$ cat src/rtl/l2_arbiter.sv
// ---------------------------------------------------------------------------
// l2_arbiter
//
// Shares the single L2 cache port between the L1 I-cache (read-only) and the
// L1 D-cache (read/write). One requester is granted for a whole transaction.
// Its strobes, address and write data pass straight through to L2. The L2
// read line is broadcast to both L1 read-data ports.
//
// Arbitration uses the FSM states IDLE, SERVE_I and SERVE_D. A decision made
// in IDLE takes effect on the next clock edge. When both requesters ask at
// once, the master that was not granted last time wins if RR_EN is set.
// Otherwise the D-cache wins. After every transaction the FSM spends at least
// one cycle in IDLE, which gives the finished requester time to drop its
// strobe.
//
// A saturating counter records how many cycles one requester waited while the
// other one held the port. It is intended for performance monitoring.
//
// Ports:
//   clk             clock; all state updates on the rising edge
//   reset           asynchronous, active-high reset
//   icache_read     I-cache line-read request, held until icache_resp
//   icache_address  I-cache line address
//   icache_rdata    line data to the I-cache (copy of l2_rdata)
//   icache_resp     one-cycle completion pulse to the I-cache
//   dcache_read     D-cache line-read request, held until dcache_resp
//   dcache_write    D-cache writeback request, held until dcache_resp
//   dcache_address  D-cache line address
//   dcache_wdata    D-cache writeback data
//   dcache_rdata    line data to the D-cache (copy of l2_rdata)
//   dcache_resp     one-cycle completion pulse to the D-cache
//   l2_read         read strobe to L2
//   l2_write        write strobe to L2
//   l2_address      address to L2
//   l2_wdata        write data to L2
//   l2_rdata        read data from L2
//   l2_resp         completion pulse from L2
//   grant           01 = I served, 10 = D served, 00 = idle
//   conflict_count  saturating count of cycles spent waiting on the other master
// ---------------------------------------------------------------------------
module l2_arbiter #(
  parameter int ADDR_W = 16,
  parameter int LINE_W = 128,
  parameter int CNT_W  = 16,
  parameter bit RR_EN  = 1'b1
) (
  input  logic              clk,
  input  logic              reset,

  input  logic              icache_read,
  input  logic [ADDR_W-1:0] icache_address,
  output logic [LINE_W-1:0] icache_rdata,
  output logic              icache_resp,

  input  logic              dcache_read,
  input  logic              dcache_write,
  input  logic [ADDR_W-1:0] dcache_address,
  input  logic [LINE_W-1:0] dcache_wdata,
  output logic [LINE_W-1:0] dcache_rdata,
  output logic              dcache_resp,

  output logic              l2_read,
  output logic              l2_write,
  output logic [ADDR_W-1:0] l2_address,
  output logic [LINE_W-1:0] l2_wdata,
  input  logic [LINE_W-1:0] l2_rdata,
  input  logic              l2_resp,

  output logic [1:0]        grant,
  output logic [CNT_W-1:0]  conflict_count
);

  typedef enum logic [1:0] {
    IDLE    = 2'd0,
    SERVE_I = 2'd1,
    SERVE_D = 2'd2
  } state_t;

  localparam logic [CNT_W-1:0] CNT_ONE = CNT_W'(1);
  localparam logic [CNT_W-1:0] CNT_MAX = {CNT_W{1'b1}};

  state_t state;
  state_t state_next;

  // Records which master was granted most recently: 1 = D-cache, 0 = I-cache.
  logic last_grant_d;
  logic last_grant_d_next;

  logic i_req;
  logic d_req;
  logic pick_d;
  logic conflict_inc;

  // The D-cache counts as requesting when either of its strobes is high.
  // If both strobes are high, that is a protocol violation. Both strobes are
  // still forwarded to L2 unchanged.
  assign i_req = icache_read;
  assign d_req = dcache_read | dcache_write;

  // Tie-break rule. With round-robin enabled, the master not served last time
  // wins. With round-robin disabled, the D-cache always wins.
  assign pick_d = (RR_EN == 1'b0) || !last_grant_d;

  // The read line goes to both L1s. Each L1 uses it only when its own
  // response pulse is high.
  assign icache_rdata = l2_rdata;
  assign dcache_rdata = l2_rdata;

  // State register. Reset is asynchronous, so grant and the L2 strobes drop at
  // once and any transfer in flight is abandoned.
  always_ff @(posedge clk or posedge reset) begin
    if (reset) begin
      state        <= IDLE;
      last_grant_d <= 1'b0;
    end else begin
      state        <= state_next;
      last_grant_d <= last_grant_d_next;
    end
  end

  // Next-state and output logic.
  // In IDLE, all strobes stay low and any l2_resp is ignored. A stale pulse
  // after reset is one example of such a pulse.
  // In a SERVE state, the granted master's signals pass straight through.
  // l2_resp becomes that master's response pulse in the same cycle.
  // Dropping every strobe without a response aborts the transaction.
  always_comb begin
    state_next        = state;
    last_grant_d_next = last_grant_d;
    l2_read           = 1'b0;
    l2_write          = 1'b0;
    l2_address        = '0;
    l2_wdata          = '0;
    icache_resp       = 1'b0;
    dcache_resp       = 1'b0;
    grant             = 2'b00;

    unique case (state)
      IDLE: begin
        if (i_req && d_req) begin
          if (pick_d) begin
            state_next        = SERVE_D;
            last_grant_d_next = 1'b1;
          end else begin
            state_next        = SERVE_I;
            last_grant_d_next = 1'b0;
          end
        end else if (d_req) begin
          state_next        = SERVE_D;
          last_grant_d_next = 1'b1;
        end else if (i_req) begin
          state_next        = SERVE_I;
          last_grant_d_next = 1'b0;
        end
      end

      SERVE_I: begin
        grant       = 2'b01;
        l2_read     = icache_read;
        l2_address  = icache_address;
        icache_resp = l2_resp;
        if (l2_resp || !i_req) begin
          state_next = IDLE;
        end
      end

      SERVE_D: begin
        grant       = 2'b10;
        l2_read     = dcache_read;
        l2_write    = dcache_write;
        l2_address  = dcache_address;
        l2_wdata    = dcache_wdata;
        dcache_resp = l2_resp;
        if (l2_resp || !d_req) begin
          state_next = IDLE;
        end
      end

      default: begin
        state_next = IDLE;
      end
    endcase
  end

  // A conflict cycle is any cycle in which one master holds the port while
  // the other master is requesting. IDLE cycles never count.
  assign conflict_inc = ((state == SERVE_I) && d_req) ||
                        ((state == SERVE_D) && i_req);

  // The conflict counter stops at all-ones rather than wrapping, so a
  // saturated value still reads as "at least this many".
  always_ff @(posedge clk or posedge reset) begin
    if (reset) begin
      conflict_count <= '0;
    end else if (conflict_inc && (conflict_count != CNT_MAX)) begin
      conflict_count <= conflict_count + CNT_ONE;
    end
  end

endmodule
$ cat config.mk
export PLATFORM = sky130hd
export DESIGN_NAME = l2_arbiter
export DESIGN_NICKNAME = d
export VERILOG_FILES = /design/src/rtl/l2_arbiter.sv
export SDC_FILE = /design/constraint.sdc
export NUM_CORES = 1
export LEC_CHECK = 0
export BUFFER_PORTS_ARGS = -buffer_cell sky130_fd_sc_hd__buf_2
export CORE_AREA = 4 4 273 275
export DETAILED_ROUTE_END_ITERATION = 8
export DIE_AREA = 0 0 277 279
export PLACE_DENSITY_LB_ADDON = 0.3
export REMOVE_ABC_BUFFERS = 1
export SKIP_LAST_GASP = 1
export SLEW_MARGIN = 20
export SYNTH_ARGS = -nofsm -noshare
export SYNTH_HDL_FRONTEND = slang
export SYNTH_SLANG_ARGS = --single-unit
$ cat constraint.sdc
create_clock -name clk -period 3.7 [get_ports clk]
set_input_delay 0.185 -clock clk [delete_from_list [all_inputs] [get_ports clk]]
set_output_delay 0.185 -clock clk [all_outputs]
set_load 0.01 [all_outputs]
Word level (Yosys, flattened, before mapping)
Index checks and enable logic that the tools add are counted.
{ "totals": {"reg_bits": 19, "inputBits": 294, "output_inout_bits": 422, "elab_cells": 42} }
{ "op_classes": {"add_sub_neg": 1, "n_eq_ne": 6, "n_mux": 18, "bitwise_logic": 1, "reduce_logical": 13} }
{ "op_table": {"columns": ["operator", "n"], "rows": [
  ["128-bit two-way mux", 1],
  ["16-bit case mux with 2 select lines", 1],
  ["16-bit by 1-bit adder with 16-bit output (second input constant)", 1],
  ["16-bit inequality test (second input constant)", 1],
  ["2-bit two-way mux", 6],
  ["1-bit two-way mux", 7],
  ["2-bit case mux with 3 select lines", 1],
  ["1-bit logical AND", 4],
  ["2-bit inequality test (second input constant)", 2],
  ["4-bit inequality test (second input constant)", 1],
  ["2-bit case mux with 2 select lines", 1],
  ["1-bit logical OR", 3],
  ["3-bit AND reduction", 1],
  ["3-bit nonzero test", 1],
  ["2-bit by 1-bit equality test with 1-bit output (second input constant)", 1],
  ["2-bit equality test (second input constant)", 1],
  ["1-bit logical NOT", 2],
  ["2-bit logical NOT", 1],
  ["1-bit case mux with 2 select lines", 1],
  ["2-bit AND reduction", 1],
  ["1-bit OR", 1]
]} }

Longest topological paths before layout
Gate-level depths: netlist of run 1.
{ "depth": {"ltp_word": 5, "depth_mapped": 6, "mapped_depth_nobuf": 6} }

Least setup slack after synthesis of run 1
Ideal clock, no wire load.
{ "synth_path": {"kind": "register to output", "start": "reg state[1]", "end": "out l2_read", "arrival_time_ps": 1449, "t_required_ps": 3515, "path_slack_ps": 2066, "stages_incl_launch_ff": 7, "n_path_buf": 2, "path_cell_list": "dfrtp_1 > inv_1 > ha_1 > clkbuf_1 > buf_1 > a22oi_1 > nor2b_1"} }
{ "synth_between": {"elab_chain_cells": 2, "word_cells_on_any_way": 3, "classes_between": "eq/ne: 2; mux: 1"} }
{ "synth_rtl": {"columns": ["item", "line_no", "text"], "rows": [
  ["from (decl)", "82", "state_t state;"],
  ["from (signal assigned)", "116", "state <= state_next;"],
  ["2-bit equality test / 2-bit by 1-bit equality test with 1-bit output (equally long branches)", "138", "unique case (state)"],
  ["1-bit case mux with 2 select lines (*)", "138", null],
  ["to (decl)", "62", "output logic l2_read,"]
]} }
Mark *: on every way between the ends. The rest lies on a longest branch, timed or not.

Final worst setup path of run 1
{ "layout_path": {"start": "reg state[0]", "end": "out l2_address[9]"} }
{ "layout_between": {"elab_chain_cells": 2, "word_cells_on_any_way": 3, "classes_between": "eq/ne: 2; mux: 1"} }
{ "layout_rtl": {"columns": ["item", "line_no", "text"], "rows": [
  ["2-bit equality test / 2-bit by 1-bit equality test with 1-bit output (equally long branches)", "138", null],
  ["16-bit case mux with 2 select lines (*)", "138", null],
  ["to (decl)", "64", "output logic [ADDR_W-1:0] l2_address,"]
]} }
Marked as above.

==> flow_summary.yaml, run 1 <==
cells_and_area:
  layout-drive-gt1-share_pct: 58.2
  syn_to_final_growth_pct: 24.5
  final_cell_count_no_fill: 1573
  fill_cells: 8647
  layout.nets: 897
critical_path:
  path_class: "reg2out"
  r2r-start: "state[0]"
  worstRegToRegCells: 6
  reg2reg_to: "conflict_count[14]"
  rrSetupSlack_ns: 1.58
  cp-endpoint: "l2_address[9]"
  cpPeakStageDelay_ns: 0.51
  cp.arrival_ns: 2.34
  critPathTopFamily: "buffers and inverters"
  cp_num_buf_inv: 3
  crit_chain: "inv_1 -> ha_4 -> buf_4 -> a22oi_1 -> nor2b_1 -> buf_2"
  cp-start-kind: "register"
  critPathRequiredTime_ns: 3.51
  worst_path_max_delay_cell: "ha_4"
  crit_start: "state[0]"
  cp.depth: 6
  critPathCaptureType: "primary output"
  critPathMaxFanout: 57
power_and_ir_drop:
  finalPower_mw: 2.64
  powerDensity_mw_per_mm2: 517
  power_leakage_nw: 2.44
  ir_worst_vdd_uv: 196
yosys:
  synth_ff_type: "dfrtp_1"
  synthTopCellsByArea: "buf_4 47%, and2_1 20%, dfrtp_1 12%, a22oi_1 3.1%, xnor2_1 3.0%"
  synth_seq_cells: 19
  yosysTopAreaCellShare_pct: 46.8
  synth_compound_area_share_pct: 6.74
  yosys.area_share.simple_pct: 27.2
  synth_xor_area_share_pct: 2.99
  synth_cell_types: 32
  synth_top_family_by_area: "buffers and inverters"
  yosysMostFrequentCell: "buf_4"
  synthAdderAreaFrac_pct: 1.83
  synthMuxAreaShare_pct: 0.366
  yosys.area.top_type: "buf_4"
  yosysSeqAreaShare_pct: 11.6
  synth_common_cells: "256 x buf_4, 131 x and2_1, 19 x dfrtp_1"
  synth-edff-count: 0
  syn_inst: 535
  async_flop_share_pct: 100
  synth_area_mm2: 0.00411
  synth.avg_cell_area_um2: 7.67
  yosysWarnings: 0
clock_tree:
  cts_tree: "done"
  cts_num_sinks: 19
  clk_pin_slew_ns: 0.06
  cts.htree.levels: 1
  root_buffer: "clkbuf_16"
  clock_latency_ns: 0.25
  clockBufferDepth: 2
  cts_resized: 0
  cts_inserted_buffers: 3
  postCtsSetupBuffers: 0
  hold_buffers: 0
timing:
  worstMarginPinSlew_ns: 1.03
  whs_ns: 0.0586
  setup_slack_ns: 1.17
  rsz0062_at_grt: "false"
  hold_viol_final: 0
  maxSlewHeadroom_pct: 31.3
  slew_violations: 0
  setup_violations: 0
  period_share_pct: 68.3
  clock.fmax_mhz: 395
  fin_crit_ns: 2.53
  tns_ns: 0
  fin_skew_ns: 0.00150
placed_design:
  detailed_place_hpwl_um: 87400
  io_buffers: 331
  globalplace.congestion: 0.960
  placed_cells: 1551
  dpl_worst_slack_ns: 1.47
grt:
  antenna_found_initial: 89
  track_usage_pct: 23.1
  grt_pass1_vias: 4522
  grt_pass1_wl_um: 105000
  gr-total-overflow: 0
  grt_max_degree: 58
routing:
  wl_per_cell_um: 59.5
  route.detailed.drc: 0
  routed_wl_um: 93600
  drt-pass1-iter-count: 4
  vias: 4878
  via_per_inst: 3.10
  drtIter0Drc: 306
  detail-route-antenna-nets: 0
die:
  dieArea_mm2: 0.0773
  row_count: 99
  coreArea_mm2: 0.0723
  start_util_pct: 5.67
  io_pins: 716
  die_h_um: 279
  dieWidth_um: 277
worst_hold_path:
  min-delay-path-class: "in2async"
run_status:
  outcome: "finished, final reports clean"
flow_run:
  maxCapViolations: 0
cells in the final DEF (no fill, tap or decap), types with 6 or more instances in the layout:
cell type / count
dfrtp_1: 19
buf_2: 331
a22oi_1: 17
nor2b_1: 17
and2_1: 131
diode_2: 18
xnor2_1: 14
a21oi_1: 6
nand3_1: 7
sequential cells by signal, summed over array words and instances (netlist names):
signal and flops:
state 2, last_grant_d 1, conflict_count 16
final cells by class:
type	instances	area, µm²	area share (%)
Timing Repair Buffer	333	1670	32.7
Multi-Input combinational cell	235	1620	31.7
Tap cell	959	1200	23.5
Sequential cell	19	475	9.30
Clock buffer	3	75.1	1.47
Antenna cell	18	45.0	0.881
Inverter	5	18.8	0.367
Clock inverter	1	5.00	0.0979
per-layer routing:
| layer | GRT usage [%] | share of wire (%) | vias up |
|---|---|---|---|
| li1 | - | - | 1573 |
| met1 | 18.6 | 28 | 2116 |
| met2 | 39.9 | 47 | 959 |
| met3 | 20.8 | 19 | 177 |
| met4 | 6.01 | 4.0 | 53 |
| met5 | 11.4 | 1.6 | - |
how the worst min path moves through the flow:
stage	endpoint	slack, ns	startpoint	cells after the start
after floorplan	conflict_count[0]	0.14	reset	1
after global placement	conflict_count[6]	0.37	reset	2
after detailed placement	icache_rdata[105]	0.37	l2_rdata[105]	0
after CTS	conflict_count[12]	0.1	reset	2
after global routing	conflict_count[6]	0.14	reset	2
final	conflict_count[6]	0.06	reset	2
cell families (layout without fill, tap and decap cells):
family | Yosys count | in the layout
adders and majority gates | 6 | 6
and+or+nand+nor | 177 | 177
AOI/OAI and AO/OA | 37 | 37
other | 0 | 18
xor gates and xnor gates | 14 | 14
DFF | 19 | 19
muxes | 1 | 1
buffers and inverters | 281 | 342
per-stage QoR:
| stage | util (%) | instance area, µm² |
|---|---|---|
| 3_3_place_gp | 6.89 | 4980 |
| 4_1_cts | 7.00 | 5060 |
| 2_1_floorplan | - | 2100 |
| 5_1_grt | 7.02 | 5070 |
| 3_5_place_dp | 6.89 | 4980 |
| 6_report | 7.06 | 5110 |
power breakdown:
group          internal [mW]  total [mW]  switching, mW
registers              0.254       0.322         0.0671
clock network          0.145       0.228         0.0826
logic                  0.782        2.09           1.31
No activity file was read; power rests on OpenSTA's default activity.
==> inputs of run 2 (changes only) <==
--- a/config.mk
+++ b/config.mk
@@ -6,9 +6,9 @@
 export NUM_CORES = 1
 export LEC_CHECK = 0
 export BUFFER_PORTS_ARGS = -buffer_cell sky130_fd_sc_hd__buf_2
-export CORE_AREA = 4 4 273 275
+export CORE_AREA = 4 4 274 276
 export DETAILED_ROUTE_END_ITERATION = 8
-export DIE_AREA = 0 0 277 279
+export DIE_AREA = 0 0 278 280
 export PLACE_DENSITY_LB_ADDON = 0.3
 export REMOVE_ABC_BUFFERS = 1
 export SKIP_LAST_GASP = 1
==> constraint.sdc (replaced) <==
create_clock -name clk -period 2.52 [get_ports clk]
set_input_delay 0.126 -clock clk [delete_from_list [all_inputs] [get_ports clk]]
set_output_delay 0.126 -clock clk [all_outputs]
set_load 0.01 [all_outputs]
==> flow_summary.yaml, run 2 (same netlist as run 1, synthesis figures left out) <==
cells_and_area:
  regMostFlops: "conflict_count"
  syn_to_final_growth_pct: 25.8
  top_regs: "conflict_count: 16 flops, state: 2 flops, last_grant_d: 1 flops"
  layout_common_cells: "331 x buf_2, 131 x and2_1, 19 x dfrtp_1"
  layout-drive-gt1-share_pct: 58.2
  final_common_cell: "buf_2"
  final_core_util_pct: 7.12
  largest_register_ffs: 16
  layout.nets: 899
worst_hold_path:
  min-delay-path-class: "in2async"
critical_path:
  worst_path_max_delay_cell: "dfrtp_1"
  cp-start-kind: "register"
  critPathMaxFanout: 148
  critPathCaptureType: "primary output"
  cp-endpoint: "l2_address[6]"
  worstRegToRegCells: 7
  cpPeakStageDelay_ns: 0.40
  reg2reg_to: "state[1]"
  cp_num_buf_inv: 3
  crit_start: "state[0]"
  rrSetupSlack_ns: 0.58
  critPathTopFamily: "buffers and inverters"
  path_class: "reg2out"
  crit_chain: "inv_1 -> ha_4 -> buf_12 -> a22oi_1 -> nor2b_1 -> buf_2"
  r2r-start: "state[0]"
  cp.depth: 6
  critPathRequiredTime_ns: 2.39
  cp.arrival_ns: 2.00
timing:
  hold_viol_final: 0
  setup_violations: 0
  fin_crit_ns: 2.12
  period_share_pct: 84.2
  clock.fmax_mhz: 471
  slew_violations: 0
  rsz0062_at_grt: "false"
  fin_skew_ns: 0.00140
  maxSlewHeadroom_pct: 47.9
  worstMarginPinSlew_ns: 0.780
die:
  start_util_pct: 5.66
  io_pins: 716
  dieArea_mm2: 0.0778
  row_count: 99
  dieWidth_um: 278
  die_h_um: 280
  coreArea_mm2: 0.0726
clock_tree:
  postCtsSetupBuffers: 0
  clk_pin_slew_ns: 0.06
  cts_inserted_buffers: 3
  cts_num_sinks: 19
  root_buffer: "clkbuf_16"
  clock_latency_ns: 0.25
  hold_buffers: 0
  cts_resized: 0
  clockBufferDepth: 2
  cts_tree: "done"
  cts.htree.levels: 1
placed_design:
  io_buffers: 331
  detailed_place_hpwl_um: 88000
  globalplace.congestion: 0.889
routing:
  wl_per_cell_um: 59.6
  vias: 4818
  routed_wl_um: 94600
  drtIter0Drc: 343
  via_per_inst: 3.04
  detail-route-antenna-nets: 0
  route.detailed.drc: 0
  drt-pass1-iter-count: 5
grt:
  grt_pass1_vias: 4497
  track_usage_pct: 23.2
  antenna_found_initial: 76
  grt_max_degree: 149
  gr-total-overflow: 0
  grt_pass1_wl_um: 106000
power_and_ir_drop:
  ir_worst_vdd_uv: 348
  power_leakage_nw: 2.45
  powerDensity_mw_per_mm2: 794
  finalPower_mw: 4.10
flow_run:
  maxCapViolations: 0
run_status:
  outcome: "finished, final reports clean"
## run 2: routing by layer
layer	track usage (%)	part of all wire, %
met5	12.6	1.8
met4	4.34	3.2
met3	23.7	21
met2	38.2	45
met1	19.1	29
## run 2: power by group
part	leakage, nW	internal [mW]	switching, mW
Clock	0.0383	0.215	0.118
Sequential	0.251	0.374	0.0948
Combinational	2.16	1.17	2.13
Total	2.45	1.76	2.34
## run 2: layout make-up
type / instances / area (µm²)
sequential: 19 / 475
clock buffer: 4 / 78.8
antenna: 30 / 75.1
timing repair buffer: 335 / 1700
tap: 959 / 1200
fill: 8704 / 67400
multi-input combinational: 235 / 1620
inverter: 5 / 18.8
## run 2: per-stage QoR
step	hold slack (ns)	instances	worst slack (ns)	setup TNS [ns]	instance area, µm²
finish	0.0137	1587	0.399	0	5170
CTS	0.0433	1557	0.379	0	5090
detailed placement	0.253	1553	0.545	0	5010
floorplan	0.0771	259	-0.760	-43.11	2100
global route	0.0946	1568	0.217	0	5120
global placement	0.253	1553	0.622	0	5010
## run 2: worst min-delay path by stage
stage	end	slack, ns	cells after the start
detailed placement	icache_rdata[101]	0.25	0
CTS	conflict_count[2]	0.04	2
global placement	icache_rdata[101]	0.25	0
global route	conflict_count[13]	0.09	2
finish	conflict_count[11]	0.01	2
floorplan	conflict_count[0]	0.08	1
